## config.mk

```make
export PLATFORM = sky130hd
export DESIGN_NAME = fetch_stage
export DESIGN_NICKNAME = d
export VERILOG_FILES = /design/src/rtl/fetch_stage_pkg.sv /design/src/rtl/fetch_stage_if_id_register.sv /design/src/rtl/fetch_stage.sv
export SDC_FILE = /design/constraint.sdc
export NUM_CORES = 1
export LEC_CHECK = 0
export BUFFER_PORTS_ARGS = -buffer_cell sky130_fd_sc_hd__buf_2
export CORE_MARGIN = 2
export CORE_UTILIZATION = 45
export CTS_CLUSTER_DIAMETER = 30
export DETAILED_ROUTE_END_ITERATION = 10
export PLACE_DENSITY_LB_ADDON = 0.12
export SYNTH_ARGS = -nofsm -noshare
export SYNTH_HDL_FRONTEND = slang
export SYNTH_SLANG_ARGS = --single-unit
export TNS_END_PERCENT = 5
```

## constraint.sdc

```tcl
create_clock -name CLK -period 2.1 [get_ports CLK]
set_input_delay 0.42 -clock CLK [delete_from_list [all_inputs] [get_ports CLK]]
set_output_delay 0.42 -clock CLK [all_outputs]
set_load 0.01 [all_outputs]
```

## src/rtl/fetch_stage_pkg.sv

```systemverilog
`default_nettype none
// ============================================================================
// Module      : fetch_stage_pkg
// Description : Shared next-PC select encodings and fetch constants.
// Revision    : 1.0
// ============================================================================
package fetch_stage_pkg;

    typedef enum logic [1:0] {
        PCSRC_PLUS4  = 2'b00,
        PCSRC_BRANCH = 2'b01,
        PCSRC_JUMP   = 2'b10,
        PCSRC_JUMP2  = 2'b11
    } pcsrc_e;

    localparam logic [31:0] NOP_INSTR        = 32'h0000_0000;
    localparam logic [31:0] RESET_PC_DEFAULT = 32'h0000_0000;
    localparam int unsigned PC_INCREMENT     = 4;

endpackage : fetch_stage_pkg
`default_nettype wire

```

## src/rtl/fetch_stage_if_id_register.sv

```systemverilog
`default_nettype none
// ============================================================================
// Module      : IF_ID_Register
// Description : IF/ID pipeline register; stall holds, clear loads a bubble.
// Revision    : 1.0
// ============================================================================
module IF_ID_Register
    import fetch_stage_pkg::*;
#(
    parameter int unsigned WIDTH = 32
) (
    input  logic             clk,
    input  logic             rst_n,
    input  logic             i_stall,
    input  logic             i_clear,
    input  logic [WIDTH-1:0] i_instr,
    input  logic [WIDTH-1:0] i_pcplus4,
    output logic [WIDTH-1:0] o_instr,
    output logic [WIDTH-1:0] o_pcplus4,
    output logic             o_valid
);

    localparam logic [WIDTH-1:0] C_NOP = WIDTH'(NOP_INSTR);

    logic [WIDTH-1:0] r_instr;
    logic [WIDTH-1:0] r_pcplus4;
    logic             r_valid;

    // Stall outranks clear: a held instruction must not be lost to a flush.
    always_ff @(posedge clk or negedge rst_n) begin
        if (!rst_n) begin
            r_instr   <= '0;
            r_pcplus4 <= '0;
            r_valid   <= 1'b0;
        end else if (i_stall) begin
            r_instr   <= r_instr;
            r_pcplus4 <= r_pcplus4;
            r_valid   <= r_valid;
        end else if (i_clear) begin
            r_instr   <= C_NOP;
            r_pcplus4 <= i_pcplus4;
            r_valid   <= 1'b0;
        end else begin
            r_instr   <= i_instr;
            r_pcplus4 <= i_pcplus4;
            r_valid   <= 1'b1;
        end
    end

    assign o_instr   = r_instr;
    assign o_pcplus4 = r_pcplus4;
    assign o_valid   = r_valid;

endmodule : IF_ID_Register
`default_nettype wire

```

## src/rtl/fetch_stage.sv

```systemverilog
`default_nettype none
// ============================================================================
// Module      : fetch_stage
// Description : PC register, next-PC selection and IF/ID pipeline register.
// Revision    : 1.0
// ============================================================================
module fetch_stage
    import fetch_stage_pkg::*;
#(
    parameter int unsigned      WIDTH    = 32,
    parameter logic [WIDTH-1:0] RESET_PC = WIDTH'(RESET_PC_DEFAULT)
) (
    input  logic             CLK,
    input  logic             RST,
    input  logic             StallF,
    input  logic             StallD,
    input  logic             FlushD,
    input  logic [1:0]       PCSrcD,
    input  logic [WIDTH-1:0] PCBranchD,
    input  logic [WIDTH-1:0] InstrF,
    output logic [WIDTH-1:0] PCF,
    output logic [WIDTH-1:0] InstrD,
    output logic [WIDTH-1:0] PCPlus4D,
    output logic             ValidD
);

    logic [WIDTH-1:0] r_pcf;
    logic [WIDTH-1:0] w_pcplus4f;
    logic [WIDTH-1:0] w_jump_target;
    logic [WIDTH-1:0] w_next_pc;
    logic             w_redirect;
    logic             w_clear_d;

    assign w_pcplus4f    = r_pcf + WIDTH'(PC_INCREMENT);
    // Pseudo-direct jump: region bits from the decode-stage PC+4.
    assign w_jump_target = {PCPlus4D[WIDTH-1:28], InstrD[25:0], 2'b00};
    assign w_redirect    = (PCSrcD != PCSRC_PLUS4);
    assign w_clear_d     = FlushD | w_redirect;

    always_comb begin
        w_next_pc = w_pcplus4f;
        case (PCSrcD)
            PCSRC_PLUS4:  w_next_pc = w_pcplus4f;
            PCSRC_BRANCH: w_next_pc = PCBranchD;
            default:      w_next_pc = w_jump_target;
        endcase
    end

    always_ff @(posedge CLK or negedge RST) begin
        if (!RST) begin
            r_pcf <= RESET_PC;
        end else if (!StallF) begin
            r_pcf <= w_next_pc;
        end
    end

    assign PCF = r_pcf;

    IF_ID_Register #(
        .WIDTH (WIDTH)
    ) u_if_id (
        .clk       (CLK),
        .rst_n     (RST),
        .i_stall   (StallD),
        .i_clear   (w_clear_d),
        .i_instr   (InstrF),
        .i_pcplus4 (w_pcplus4f),
        .o_instr   (InstrD),
        .o_pcplus4 (PCPlus4D),
        .o_valid   (ValidD)
    );

endmodule : fetch_stage
`default_nettype wire

```

==> results of run 1 <==
==> per-layer routing <==
| metal | track usage | part of all wire | vias up |
|---|---|---|---|
| met1 | 0.401 | 0.47 | 2532 |
| met4 | 0.0733 | 0.012 | 0 |
| met5 | 0 | 0 | - |
| li1 | - | - | 2462 |
| met2 | 0.386 | 0.44 | 261 |
| met3 | 0.0495 | 0.077 | 15 |
==> power by group <==
| group | internal (mW) | switching (mW) | total [mW] | leakage, nW |
|---|---|---|---|---|
| Clock | 0.996 | 0.750 | 1.75 | 0.148 |
| Sequential | 2.06 | 0.211 | 2.27 | 1.28 |
| Combinational | 0.441 | 0.562 | 1.00 | 1.75 |
==> cells in the final DEF, fill, tap and decap left out, types with 13 or more instances in the layout <==
master    count
o21ai_0      32
nand3_1      20
a22o_1       32
nor3_1       13
dfrtp_1      97
a21oi_1      43
nand3b_1     16
buf_2       166
nand2_1      60
xnor2_1      14
inv_1        17
buf_4        33
nor2_1       29
nand4_1      27
==> logic make-up after synthesis <==
logic type      count (synthesis)
simple gates                  210
compound gates                173
flops                          97
buf+inv                        70
xor+xnor                       14
mux                             6
fa+ha+maj                       1
==> worst paths after layout <==
kind / from / endpoint / slack (ns)
worst max register to register: PCF[2] / u_if_id.o_pcplus4[24] / 0.09
min in group CLK: InstrF[2] / u_if_id.o_instr[2] / 0.28
max in group asynchronous: RST / PCF[26] / 1.49
worst min register to register: u_if_id.o_valid / u_if_id.o_valid / 0.47
worst min-delay path: RST / u_if_id.o_pcplus4[12] / 0.03
worst max-delay path: PCF[2] / u_if_id.o_pcplus4[24] / 0.09
==> metrics by stage <==
| step | util | instances | total power [mW] | hold slack (ns) |
|---|---|---|---|---|
| 6_report | 0.589 | 881 | 5.02 | 0.0334 |
| 5_1_grt | 0.589 | 881 | 5.25 | 0.0845 |
| 4_1_cts | 0.589 | 881 | 5.04 | 0.0558 |
| 3_5_place_dp | 0.562 | 865 | 3.30 | 0.429 |
| 3_3_place_gp | 0.562 | 865 | 3.27 | 0.422 |
| 2_1_floorplan | - | 571 | 2.79 | 0.124 |
==> sequential cells by signal, indices dropped and copies added, names as in the netlist <==
name / flops
u_if_id.o_instr: 32
PCF: 32
u_if_id.o_valid: 1
u_if_id.o_pcplus4: 32
==> area by class of cell <==
type,count,area [um^2],share of cell area
clock buffers,11,253,0.0377
clock inverters,5,62.6,0.00934
inverters,17,63.8,0.00952
multi-input cells,404,2540,0.379
flip-flops and latches,97,2430,0.362
well taps,143,179,0.0267
repair buffers,204,1180,0.176
==> impl_table.tex, run 1 <==
\begin{tabular}{lr}
\hline
Metric & Value \\
\hline
\multicolumn{2}{l}{\textbf{Placement}} \\
\quad Final HPWL DP & 11800 um \\
\quad Routability congestion estimate from global placement & 0.929 \\
\quad Place WS & 0.0847 ns \\
\quad Post-place instance area & 6390 um\^{}2 \\
\quad Count of input and output buffers & 167 \\
\multicolumn{2}{l}{\textbf{Critical path}} \\
\quad Delay of the slowest cell on the worst path & 0.54 ns \\
\quad WP depth & 5 \\
\quad Critical path cell sequence & ha\_2 -> nand4\_1 -> or3\_1 -> or2\_1 -> a221o\_1 \\
\quad Worst-path fanout max & 8 \\
\quad Crit path buf inv count & 0 \\
\quad Required time at the endpoint of the critical path & 2.34 ns \\
\quad Kind of critical path & flop to flop \\
\quad Cell type of the slowest stage on the worst timing path & or3\_1 \\
\quad Worst EP arrival & 2.25 ns \\
\quad Endpoint kind of the worst setup timing path & flop \\
\quad Family of cells with the greatest summed delay on the critical path & simple AND/OR/NAND/NOR gates \\
\quad Nature of the critical path startpoint & flop \\
\quad Number of cells on the worst reg-to-reg path & 5 \\
\multicolumn{2}{l}{\textbf{Route}} \\
\quad Wirelength per Cell & 18.6 um \\
\quad DR vias & 5270 \\
\quad Number of nets with antenna violations after detailed routing & 0 \\
\quad Number of remaining DRC errors & 0 \\
\quad Initial drt markers & 416 \\
\quad Pre-antenna DRT Iters & 5 \\
\quad Number of vias per cell & 5.98 \\
\quad Aggregate routed wire length & 16400 um \\
\multicolumn{2}{l}{\textbf{Yosys}} \\
\quad Flip-flop and latch count after synthesis & 97 \\
\quad Most area-hungry cell type in the Yosys netlist & dfrtp\_1 \\
\quad Combinational family with the most area after synthesis & compound AO/OA/AOI/OAI gates \\
\quad Fraction of the yosys area taken by sequential cells & 0.464 \\
\quad Primary flip-flop cell chosen by synthesis mapping & dfrtp\_1 \\
\quad Synthesized-area fraction occupied by xor and xnor cells & 0.0234 \\
\quad Adder-cell share of the synthesized area & 0.00239 \\
\quad Multiplexer fraction of the synthesized cell area & 0.0127 \\
\quad Share of synthesized registers carrying an async set or reset & 1.00 \\
\quad Synth Area in Simple Gates & 0.219 \\
\quad Cell types occupying the most area after synthesis & dfrtp\_1 (46\%), a22o\_1 (5.4\%), nand2\_1 (4.3\%), a21oi\_1 (4.1\%), nand4\_1 (3.2\%) \\
\quad Synthesized instance count & 571 \\
\quad Post-synthesis instance area & 5240 um\^{}2 \\
\quad Number of synthesis warnings & 0 \\
\quad Dominant cell by count in the synthesized netlist & dfrtp\_1 \\
\quad Net Count, Synth & 643 \\
\quad Number of enable flip-flop cells after synthesis & 0 \\
\quad Share of the synthesized area in compound gates (AO/OA/AOI/OAI) & 0.226 \\
\quad Number of distinct standard cells referenced by the synthesized netlist & 58 \\
\quad Syn\_area\_per\_cell & 9.17 um\^{}2 \\
\quad Top cells by count, synth & dfrtp\_1 (97), nand2\_1 (60), a21oi\_1 (43) \\
\quad Yosys top cell area share & 0.464 \\
\multicolumn{2}{l}{\textbf{Clock network}} \\
\quad Clock tree from TritonCTS & yes \\
\quad Maximum root-to-sink buffer count & 2 \\
\quad Cell at the root of the clock tree & clkbuf\_16 \\
\quad TritonCTS Sinks & 97 \\
\quad Number of H-tree branching levels & 3 \\
\quad \# hold bufs at CTS & 0 \\
\quad Post-CTS repair timing setup buffer count & 0 \\
\quad Clock insertion delay at the later pin of the skew report & 0.35 ns \\
\quad Number of CTS-inserted buffers & 9 \\
\quad Resize count post-CTS & 0 \\
\quad Reg clk slew, reported paths & 0.07 ns \\
\multicolumn{2}{l}{\textbf{STA}} \\
\quad Least-Margin Pin Slew & 0.541 ns \\
\quad Number of endpoints failing setup at the final stage & 0 \\
\quad Period Utilization, post-route & 0.959 \\
\quad Max-slew headroom at the worst pin & 0.636 \\
\quad Minimum clock period after layout & 2.01 ns \\
\quad Final hold violation count & 0 \\
\quad FMAX & 496 MHz \\
\quad Setup repair after global routing missed its margin & no \\
\quad Count of final max-slew check failures & 0 \\
\quad Final WS setup & 0.0853 ns \\
\quad Final setup TNS & 0 ns \\
\quad Layout Skew & 0.00843 ns \\
\multicolumn{2}{l}{\textbf{Power}} \\
\quad Static power due to leakage & 3.18 nW \\
\quad Areal power density over the cells & 748 nW/um\^{}2 \\
\quad Worst voltage drop across the vdd grid & 0.335 mV \\
\multicolumn{2}{l}{\textbf{Floorplan}} \\
\quad Die Footprint & 12500 um\^{}2 \\
\quad Area of the core & 11400 um\^{}2 \\
\quad Die height & 112 um \\
\quad Count of pins on the block boundary & 168 \\
\quad Chip width & 112 um \\
\quad Starting Density & 0.460 \\
\quad Placement row count & 39 \\
\multicolumn{2}{l}{\textbf{Hold path}} \\
\quad Hold Path Class & input pin to async pin \\
\multicolumn{2}{l}{\textbf{Layout}} \\
\quad Fraction of layout instances using a drive strength above 1 & 0.321 \\
\quad Final instance area & 6700 um\^{}2 \\
\quad Layout Nets & 805 \\
\quad Fill count & 1035 \\
\quad Total inserted antenna cells & 0 \\
\quad Area growth from synthesis to layout & 28.0\% \\
\multicolumn{2}{l}{\textbf{Global route}} \\
\quad Wire length of the first global-routing pass & 26400 um \\
\quad Antenna violations before repair & 0 \\
\quad Largest net degree at the start of global routing & 60 \\
\quad Overflow after GRT & 0 \\
\quad Total track usage & 0.264 \\
\quad Via count of the first global-routing pass & 4929 \\
\multicolumn{2}{l}{\textbf{Run status}} \\
\quad Status & completed \\
\multicolumn{2}{l}{\textbf{Flow run}} \\
\quad Count of max-cap constraint violations & 0 \\
\hline
\end{tabular}
(Power assumes the default switching activity.)
==> run 2: changes to the inputs <==
--- a/config.mk
+++ b/config.mk
@@ -11,6 +11,7 @@
 export CTS_CLUSTER_DIAMETER = 30
 export DETAILED_ROUTE_END_ITERATION = 10
 export PLACE_DENSITY_LB_ADDON = 0.12
+export RECOVER_POWER = 50
 export SYNTH_ARGS = -nofsm -noshare
 export SYNTH_HDL_FRONTEND = slang
 export SYNTH_SLANG_ARGS = --single-unit
==> run 2 against run 1 <==
  * Wire length grew 0.15%
  * Sequential share of layout area grew 0.56 points
  * Sequential cell count is the same
  * Die area is the same
  * Hold slack gained 0.16 ns
  * First-iteration DRC count shrank 0.72%
  * Highest routed layer unchanged
  * Critical path type unchanged
  * Register-to-register slack is essentially flat
  * Non-clock buffer count is the same
==> impl_table.tex, run 2 (synthesized netlist as in run 1, its figures left out) <==
\begin{tabular}{lr}
\hline
Metric & Value \\
\hline
\multicolumn{2}{l}{\textbf{Critical path}} \\
\quad Nature of the critical path startpoint & flop \\
\quad Worst R2R End & u\_if\_id.o\_pcplus4[16] \\
\quad Reg-to-reg slack, setup & 0.07 ns \\
\quad Worst EP arrival & 2.21 ns \\
\quad Required time at the endpoint of the critical path & 2.28 ns \\
\quad Worst R2R Start & PCF[2] \\
\quad Endpoint kind of the worst setup timing path & flop \\
\quad Worst-path fanout max & 6 \\
\quad Number of cells on the worst reg-to-reg path & 7 \\
\quad Launch point of the worst path & PCF[2] \\
\quad Kind of critical path & flop to flop \\
\quad Crit path to & u\_if\_id.o\_pcplus4[16] \\
\multicolumn{2}{l}{\textbf{Floorplan}} \\
\quad Die height & 112 um \\
\quad Placement row count & 39 \\
\quad Starting Density & 0.460 \\
\quad Chip width & 112 um \\
\quad Area of the core & 11400 um\^{}2 \\
\quad Die Footprint & 12500 um\^{}2 \\
\quad Count of pins on the block boundary & 168 \\
\multicolumn{2}{l}{\textbf{Global route}} \\
\quad Via count of the first global-routing pass & 4929 \\
\quad Overflow after GRT & 0 \\
\quad Antenna violations before repair & 0 \\
\quad Largest net degree at the start of global routing & 60 \\
\quad Wire length of the first global-routing pass & 26400 um \\
\quad Total track usage & 0.264 \\
\multicolumn{2}{l}{\textbf{Route}} \\
\quad Pre-antenna DRT Iters & 5 \\
\quad DR vias & 5247 \\
\quad Number of nets with antenna violations after detailed routing & 0 \\
\quad Initial drt markers & 413 \\
\quad Number of vias per cell & 5.96 \\
\quad Number of remaining DRC errors & 0 \\
\quad Aggregate routed wire length & 16400 um \\
\quad Wirelength per Cell & 18.7 um \\
\multicolumn{2}{l}{\textbf{Layout}} \\
\quad Layout Nets & 805 \\
\quad Commonest non-fill, non-tap cells in the layout & buf\_2 (126), dfrtp\_1 (97), nand2\_1 (60) \\
\quad Total inserted antenna cells & 0 \\
\quad Fraction of layout instances using a drive strength above 1 & 0.264 \\
\quad Fin cells & 881 \\
\quad Area growth from synthesis to layout & 26.1\% \\
\quad Final Core Density & 0.581 \\
\quad Commonest non-fill, non-tap cell in the layout & buf\_2 \\
\quad Final instance area & 6600 um\^{}2 \\
\multicolumn{2}{l}{\textbf{Power}} \\
\quad Areal power density over the cells & 755 nW/um\^{}2 \\
\quad Static power due to leakage & 3.01 nW \\
\quad Worst voltage drop across the vdd grid & 0.334 mV \\
\multicolumn{2}{l}{\textbf{STA}} \\
\quad Layout Skew & 0.00798 ns \\
\quad Final hold violation count & 0 \\
\quad Number of endpoints failing setup at the final stage & 0 \\
\quad Period Utilization, post-route & 0.966 \\
\quad Least-Margin Pin Slew & 1.21 ns \\
\quad Max-slew headroom at the worst pin & 0.194 \\
\quad Final setup TNS & 0 ns \\
\quad Final WS setup & 0.0704 ns \\
\quad Setup repair after global routing missed its margin & no \\
\quad Count of final max-slew check failures & 0 \\
\quad FMAX & 493 MHz \\
\quad Minimum clock period after layout & 2.03 ns \\
\multicolumn{2}{l}{\textbf{Clock network}} \\
\quad TritonCTS Sinks & 97 \\
\quad Reg clk slew, reported paths & 0.07 ns \\
\quad Cell at the root of the clock tree & clkbuf\_16 \\
\quad Clock tree from TritonCTS & yes \\
\quad Resize count post-CTS & 0 \\
\quad Post-CTS repair timing setup buffer count & 0 \\
\quad Number of H-tree branching levels & 3 \\
\quad \# hold bufs at CTS & 0 \\
\quad Clock insertion delay at the later pin of the skew report & 0.35 ns \\
\quad Maximum root-to-sink buffer count & 2 \\
\quad Number of CTS-inserted buffers & 9 \\
\multicolumn{2}{l}{\textbf{Placement}} \\
\quad Routability congestion estimate from global placement & 0.929 \\
\quad Post-place instance area & 6390 um\^{}2 \\
\quad Placed Cells & 865 \\
\quad Place WS & 0.0847 ns \\
\quad Count of input and output buffers & 167 \\
\quad Final HPWL DP & 11800 um \\
\multicolumn{2}{l}{\textbf{Flow run}} \\
\quad Count of max-cap constraint violations & 0 \\
\multicolumn{2}{l}{\textbf{Hold path}} \\
\quad Hold Path Class & input pin to async pin \\
\multicolumn{2}{l}{\textbf{Run status}} \\
\quad Status & completed \\
\hline
\end{tabular}
==> run 2: cell count changes in the layout (fill, tap and decap cells not counted), sizes merged <==
| cell | change |
|---|---|
| buf | -45 |
| clkbuf | +45 |
==> run 2: metrics by stage <==
stage          hold slack [ns]  total power [mW]
5_1_grt                  0.283              5.21
4_1_cts                 0.0558              5.04
3_5_place_dp             0.429              3.30
3_3_place_gp             0.422              3.27
2_1_floorplan            0.124              2.79
6_report                 0.194              4.98
==> run 2: worst max-delay path: stages, from the launching register on <==
cell	delay [ns]
dfrtp_1	0.36
ha_2	0.24
nand4_1	0.18
buf_4	0.19
nor4_1	0.49
buf_4	0.21
xnor2_1	0.10
o21ai_0	0.09
==> run 2: worst min path at each step <==
stage / depth (start not counted) / endpoint / slack [ns] / from
global placement: 1 / u_if_id.o_pcplus4[14] / 0.42 / RST
detailed placement: 1 / u_if_id.o_pcplus4[12] / 0.43 / RST
CTS: 1 / u_if_id.o_pcplus4[12] / 0.06 / RST
finish: 1 / u_if_id.o_pcplus4[12] / 0.19 / RST
global route: 2 / u_if_id.o_instr[5] / 0.28 / InstrF[5]
floorplan: 0 / PCF[0] / 0.12 / RST
==> run 2: routing by layer <==
layer,GRT usage,wire length (um),vias up
met1,0.401,7790,2539
met4,0.0733,213,0
met3,0.0495,1210,16
met2,0.386,7230,216
li1,-,-,2476
met5,0,0,-
==> run 2: layout make-up <==
cell class              instances  area, um^2
fillers                      1054        4770
multi-input cells             404        2540
inverters                      17        63.8
clock inverters                 5        62.6
well taps                     143         179
repair buffers                204        1080
flip-flops and latches         97        2430
clock buffers                  11         253
==> run 2: report_power, final <==
group,internal [mW],leakage [nW],switching [mW],total (mW)
combinational,0.407,1.59,0.562,0.969
clock,0.996,0.148,0.751,1.75
sequential,2.06,1.28,0.213,2.27
total,3.46,3.01,1.53,4.98
